**src/rtl/hs_pkg.sv**
```systemverilog
// Shared hard-swish parameter package.
//
// Purpose: one place for the lane geometry and FSM state encoding used by the
// hard-swish datapath blocks (hs_segment and hs_out_serializer), so producer
// and consumer always agree on vector shape.
//
// Contents:
//   HS_OUT_SIZE  - width of one hard-swish result lane
//   HS_LANES     - lanes per packed vector
//   ST_IDLE/SEND - serializer FSM state encoding
//   idx_width()  - lane index counter width for a given lane count
package hs_pkg;

    localparam int HS_OUT_SIZE = 18;
    localparam int HS_LANES    = 16;

    // Serializer FSM encoding. Kept as plain constants so legacy tools and
    // waveform viewers can decode the state register without enum support.
    localparam logic [0:0] ST_IDLE = 1'b0;
    localparam logic [0:0] ST_SEND = 1'b1;

    // clog2 of the lane count, but never zero so a one-lane build still
    // has a legal counter declaration.
    function automatic int idx_width(input int lanes);
        return (lanes > 1) ? $clog2(lanes) : 1;
    endfunction

endpackage

```
**src/rtl/hs_out_serializer.sv**
```systemverilog
// Hard-swish output serializer.
//
// Purpose: takes one packed vector of LANES hard-swish results and writes the
// lanes one per cycle into an output buffer at consecutive addresses starting
// at base_addr (address wraps modulo 2^ADDR_WIDTH).
//
// Ports:
//   clk        - single clock, rising edge
//   rst        - synchronous, active-low reset
//   in_data    - packed lanes, lane k at [(k+1)*OUT_SIZE-1 : k*OUT_SIZE]
//   in_valid   - in_data/base_addr valid this cycle
//   base_addr  - buffer address of lane 0
//   in_ready   - a vector offered this cycle is accepted
//   wr_en      - wr_addr/wr_data valid toward the buffer
//   wr_addr    - current lane address (base + index)
//   wr_data    - current lane value
//   wr_ready   - buffer accepts the write this cycle
//   done       - one-cycle pulse after the final lane is accepted
//   overflow   - sticky: a vector was offered while in_ready was low
//
// Handshake: both sides use valid/ready. A transfer happens on a rising edge
// where valid and ready are both high; valid never depends on ready, and an
// offered write holds address and data stable until it is accepted. The input
// side does not back-pressure the producer: a vector offered while in_ready is
// low is dropped and recorded in overflow.
module hs_out_serializer
    import hs_pkg::*;
#(
    parameter int OUT_SIZE   = HS_OUT_SIZE,
    parameter int LANES      = HS_LANES,
    parameter int ADDR_WIDTH = 10
) (
    input  logic                      clk,
    input  logic                      rst,
    input  logic [LANES*OUT_SIZE-1:0] in_data,
    input  logic                      in_valid,
    input  logic [ADDR_WIDTH-1:0]     base_addr,
    output logic                      in_ready,
    output logic                      wr_en,
    output logic [ADDR_WIDTH-1:0]     wr_addr,
    output logic [OUT_SIZE-1:0]       wr_data,
    input  logic                      wr_ready,
    output logic                      done,
    output logic                      overflow
);

    localparam int IDX_W = idx_width(LANES);
    localparam int VEC_W = LANES * OUT_SIZE;
    localparam logic [IDX_W-1:0] LAST_IDX = IDX_W'(LANES - 1);

    logic [0:0]            state;
    logic [IDX_W-1:0]      idx;
    logic [VEC_W-1:0]      shreg;
    logic [ADDR_WIDTH-1:0] base_q;
    logic                  done_q;
    logic                  overflow_q;

    logic wr_accept;
    logic last_lane;
    logic in_accept;

    assign last_lane = (idx == LAST_IDX);
    assign wr_accept = (state == ST_SEND) && wr_ready;

    // Ready in IDLE, or when the final lane is leaving this very cycle so a
    // new vector can follow with no bubble.
    assign in_ready  = (state == ST_IDLE) || (wr_accept && last_lane);
    assign in_accept = in_valid && in_ready;

    // Outputs are decoded straight from registers. On the final lane the shift
    // register and index are deliberately not advanced, so address and data
    // keep their last values once the FSM falls back to IDLE.
    assign wr_en    = (state == ST_SEND);
    assign wr_data  = shreg[OUT_SIZE-1:0];
    assign wr_addr  = base_q + ADDR_WIDTH'(idx);
    assign done     = done_q;
    assign overflow = overflow_q;

    always_ff @(posedge clk) begin
        if (!rst) begin
            state      <= ST_IDLE;
            idx        <= '0;
            shreg      <= '0;
            base_q     <= '0;
            done_q     <= 1'b0;
            overflow_q <= 1'b0;
        end else begin
            done_q <= wr_accept && last_lane;

            if (in_valid && !in_ready) begin
                overflow_q <= 1'b1;
            end

            if (in_accept) begin
                // Covers both the IDLE start and the back-to-back reload on
                // the last-lane acceptance cycle.
                state  <= ST_SEND;
                shreg  <= in_data;
                base_q <= base_addr;
                idx    <= '0;
            end else if (wr_accept) begin
                if (last_lane) begin
                    state <= ST_IDLE;
                end else begin
                    shreg <= shreg >> OUT_SIZE;
                    idx   <= idx + 1'b1;
                end
            end
        end
    end

endmodule

```
**config.mk**
```make
export PLATFORM = sky130hd
export DESIGN_NAME = hs_out_serializer
export DESIGN_NICKNAME = d
export VERILOG_FILES = /design/src/rtl/hs_pkg.sv /design/src/rtl/hs_out_serializer.sv
export SDC_FILE = /design/constraint.sdc
export NUM_CORES = 1
export LEC_CHECK = 0
export CAP_MARGIN = 30
export CORE_MARGIN = 5
export CORE_UTILIZATION = 45
export DETAILED_ROUTE_END_ITERATION = 10
export PLACE_DENSITY = 0.77
export SETUP_SLACK_MARGIN = 0.4
export SLEW_MARGIN = 20
export SYNTH_ARGS = -nofsm -noshare
export SYNTH_HDL_FRONTEND = slang
export SYNTH_SLANG_ARGS = --single-unit
```
**constraint.sdc**
```tcl
create_clock -name clk -period 2 [get_ports clk]
set_clock_uncertainty 0.1 [all_clocks]
set_input_delay 0.3 -clock clk [delete_from_list [all_inputs] [get_ports clk]]
set_output_delay 0.3 -clock clk [all_outputs]
set_load 0.01 [all_outputs]
```
### Word-level counts from Yosys, hierarchy flattened

Cells that the tools add are included.

| word-level totals | value |
|---|---|
| bits in registers | 305 |
| latch bits | 0 |
| bits in writable memories | 0 |
| memory bits (read-only) | 0 |
| bits of input ports | 302 |
| output and inout bits | 32 |
| logic and storage cells | 31 |
| memories kept | 0 |

| operators by class | value |
|---|---|
| add/subtract/negate cells | 2 |
| multipliers | 0 |
| divide/modulo/power cells | 0 |
| order comparisons | 0 |
| equal/unequal tests | 2 |
| shift-type cells | 0 |
| muxes and demuxes | 6 |
| bitwise operators | 3 |
| reductions and logical operators | 12 |

Operator list:

| kind | number |
|---|---|
| two-way mux 288 bit | 3 |
| adder 10 x 4 -> 10 bit | 1 |
| AND reduction 2 bit | 3 |
| adder 4 x 1 -> 4 bit (second input constant) | 1 |
| equality test 4 bit (second input constant) | 1 |
| logical AND 1 bit | 4 |
| nonzero test 2 bit | 2 |
| two-way mux 1 bit | 3 |
| inverter 1 bit | 3 |
| != test 2 x 1 -> 1 bit (second input constant) | 1 |
| OR reduction 2 bit | 1 |
| zero test 1 bit | 1 |
| logical OR 1 bit | 1 |

### Longest topological paths before layout

Gate-level depths: netlist of run 1.

| logic depth | value |
|---|---|
| word-level depth | 6 |
| gate-level depth with buffers | 8 |
| gate-level depth less buffers | 6 |

### Least setup slack after synthesis of run 1

No wires, ideal clock.

| timing | value |
|---|---|
| path type | flip-flop to output port |
| start | reg idx[0] |
| end | out wr_addr[6] |
| data arrival time | 1691 ps |
| required time | 1600 ps |
| setup slack | -91 ps |
| stages on the path, launching flop included | 7 |
| path buffers | 0 |
| path through | dfxtp_1 ha_1 inv_1 fa_1 nand2b_1 a211oi_1 xor2_1 |

| on the way | value |
|---|---|
| longest elaborated chain between the ends | 1 |

RTL lines:

| element | RTL line | text |
|---|---|---|
| start: declaration | hs_out_serializer.sv:52 | `logic [IDX_W-1:0] idx;` |
| start signal: assignment | hs_out_serializer.sv:106 | `idx <= idx + 1'b1;` |
| adder 10 x 4 -> 10 bit | hs_out_serializer.sv:75 | `assign wr_addr = base_q + ADDR_WIDTH'(idx);` |
| end: declaration | hs_out_serializer.sv:40 | `output logic [ADDR_WIDTH-1:0] wr_addr,` |

Every way passes these cells.

### Worst setup path after layout of run 1

Same ends and word-level chain as after synthesis.

==> results of run 1 <==
==> area by class of cell <==
| cell class | count | area [um^2] | share of cell area |
|---|---|---|---|
| multi-input combinational | 698 | 7490 | 0.334 |
| timing repair buffer | 562 | 7250 | 0.324 |
| sequential | 305 | 6120 | 0.273 |
| clock buffer | 41 | 843 | 0.0376 |
| tap | 390 | 488 | 0.0218 |
| clock inverter | 17 | 174 | 0.00776 |
| inverter | 8 | 30.0 | 0.00134 |
| antenna | 9 | 22.5 | 0.00100 |
==> through the flow <==
step                hold slack (ns)  TNS [ns]
floorplan                     0.335         0
global placement              0.345    -15.00
detailed placement            0.358    -30.24
CTS                           0.115    -19.09
global route                  0.144    -78.69
finish                        0.160    -66.91
==> what timing repair did <==
action                     CTS  global route
gates cloned                55            13
setup endpoints to repair  334           335
pin swaps                  115           117
setup buffers               50            16
gates resized for setup    189           143
==> cells by family after synthesis <==
family                   after synthesis  synth area share
flip-flops                           305             0.457
buffers and inverters                191            0.0715
multiplexers                          11           0.00823
XOR/XNOR                               5           0.00327
AO/OA/AOI/OAI                        587             0.427
adder cells (fa/ha/maj)                6           0.00617
AND/OR/NAND/NOR                       86            0.0270
==> cell usage in the layout (no fill, tap or decap), types with 4 or more instances in the layout <==
cell,netlist,final
buf_4,21,71
o221a_2,251,164
buf_8,0,9
o22ai_4,0,5
clkbuf_16,0,41
buf_2,61,10
nor2_1,4,4
o22ai_2,0,13
clkbuf_1,85,7
dlymetal6s2s_1,0,20
o221a_1,19,19
diode_2,0,9
o21ai_0,7,5
clkinv_2,0,10
a21o_4,0,4
buf_6,11,28
buf_12,0,58
nand3_1,6,6
nand2_1,62,61
mux2i_1,11,11
inv_1,8,7
o31a_1,270,270
dfxtp_1,305,300
buf_16,0,53
a211oi_2,0,5
clkdlybuf4s50_1,0,300
ha_4,0,4
o221a_4,0,87
==> metal layers <==
metal,vias up,global-route usage
li1,5828,-
met4,2,0.125
met1,6593,0.364
met2,756,0.511
met5,-,0
met3,195,0.0598
==> worst register-to-register path, stage by stage, from the launching register on <==
cell	delay, ns
dfxtp_4	0.35
buf_4	0.13
buf_4	0.12
buf_6	0.11
ha_4	0.16
and3_4	0.24
buf_12	0.16
buf_16	0.16
buf_12	0.15
buf_16	0.14
o31a_1	0.27
o221a_2	0.13
==> worst paths after layout <==
path              from          to  depth (start not counted)
max reg2reg     idx[0]  shreg[225]                         11
max             idx[0]  wr_addr[6]                          7
min reg2reg  base_q[3]   base_q[3]                          2
min                rst  shreg[234]                          3
==> sequential cells by signal, summed over array words and instances (netlist names) <==
register / flops
wr_en: 1
base_q: 10
idx: 4
overflow: 1
shreg: 288
done: 1
==> power breakdown <==
part | switching (mW) | internal [mW] | total, mW
Combinational | 1.35 | 2.10 | 3.45
Clock | 2.55 | 3.36 | 5.90
Sequential | 0.419 | 6.63 | 7.05
==> summary.md, run 1 <==
| Metric | Value |
|---|---|
| Setup WS pre-CTS | `-0.390 ns` |
| DR pass1 iterations | `6` |
| Bufs and invs on worst path | `2` |
| Chip Height | `about 180 um` |
| Hold Vio Cnt, Final | `0` |
| Worst-path clk slew | `~0.060 ns` |
| Period utilization | `1.27` |
| Num CTS Buffers | `31` |
| Largest net degree at the start of global routing | `between 60 and 70` |
| Nets | `about 1900` |
| Largest delay share family, worst path | `adder cells` |
| Crit path max fanout | `3` |
| Row count | `63` |
| Sequential fraction of the synthesis area | `0.457` |
| Max clock buf depth | `3` |
| Chip width | `~180 um` |
| First-pass GRT wire length | `79.1 mm` |
| Pwr dens | `about 730 nW/um^2` |
| Synth warn | `0` |
| Synth area leaders | `dfxtp_1 46%, o221a_2 21%, o31a_1 18%` |
| Total length of routed wires | `around 57 mm` |
| Final antenna-violating net count | `0` |
| Yosys reg bits | `305` |
| M1 WL | `~21 mm` |
| Net Count, Synth | `1499` |
| Synth cell count leaders | `305 x dfxtp_1, 270 x o31a_1, 251 x o221a_2` |
| VDD IR max | `approximately 700 uV` |
| CP Class | `reg -> out` |
| Worst EP arrival | `2.14 ns` |
| Hold WC Path Type | `in -> reg` |
| Status | `finished, violations left` |
| Cell area after synthesis | `around 13000 um^2` |
| Drt drc | `0` |
| Count of final setup violators | `311` |
| Share of the synthesized area in the top cell type | `0.457` |
| Drt via density | `approximately 6.6` |
| DR vias | `13374` |
| Post-Layout Cell Count | `2030` |
| Post-synthesis instance total | `~1200` |
| Crit path cell chain | `ha_4 > inv_2 > fa_2 > nand2b_4 > a211oi_2 > xor2_1 > buf_2` |
| 1st-iter DRT viols | `1307` |
| Final min period | `~2.5 ns` |
| R2r setup slk | `-0.32 ns` |
| Met3 wire len | `4.77 mm` |
| CTS Hold Buffers Added | `0` |
| IO buf count | `approximately 330` |
| Die ar. | `~33000 um^2` |
| Pins Over Slew Limit | `0` |
| RD Place Congestion | `0.866` |
| Starting Density | `0.454` |
| Slowest stage delay, CP | `0.36 ns` |
| Fraction of registers with async set/reset | `0` |
| Hpwl dp | `30.0 mm` |
| CTS tree | `built` |
| Slowest cell on the critical path | `dfxtp_4` |
| Core area | `slightly below 30000 um^2` |
| Root Buffer | `clkbuf_16` |
| Wire length on met2 | `approximately 28 mm` |
| Vias in the first global route | `between 10000 and 15000` |
| Remaining Overflow, GRT | `0` |
| Leakage | `8.93 nW` |
| Syn_area_per_cell | `around 11 um^2` |
| Fill cells | `1704` |
| Main synth FF type | `dfxtp_1` |
| Violated checks | `setup timing` |
| Critical Path Source Type | `flip-flop` |
| WP data required | `between 1.5 and 2 ns` |
| Design Power | `between 15 and 20 mW` |
| Uppermost layer routed | `met5` |
| Max cap viols | `0` |
| Fin area | `about 22000 um^2` |
| Total track usage | `0.297` |
| Least-Margin Pin Slew | `0.442 ns` |
| Yosys top cell by area | `dfxtp_1` |
| IO Pins | `approximately 330` |
| Max Freq | `~0.39 GHz` |
| Worst-Skew Late Latency | `0.56 ns` |
| Initial antenna violation count | `10` |
| Most common cell in the synthesized netlist | `dfxtp_1` |
| Placed Instance Area | `between 15000 and 20000 um^2` |
| Rel. slew slack | `0.705` |
| Unique masters post-synth | `between 40 and 50` |
| Layout cells sized above 1 | `0.366` |
| Unrepaired setup endpoints after global routing | `yes` |
| Post-synth EDFFs | `0` |
| Syn-to-layout area delta | `67.6%` |
| # H-tree levels | `1` |
| Avg WL per Cell | `between 20 and 30 um` |
| Final design utilization | `0.760` |
| Placed cells | `~1800` |
| CP Capture Type | `output port` |
| Sink Count | `305` |
| Setup WS post-layout | `-0.540 ns` |
(Power assumes the default switching activity.)
==> inputs of run 2 (changes only) <==
SLEW_MARGIN = default   (was 20)
==> results of run 2 <==
Final layout, timing and power as in run 1 (identical DEF).
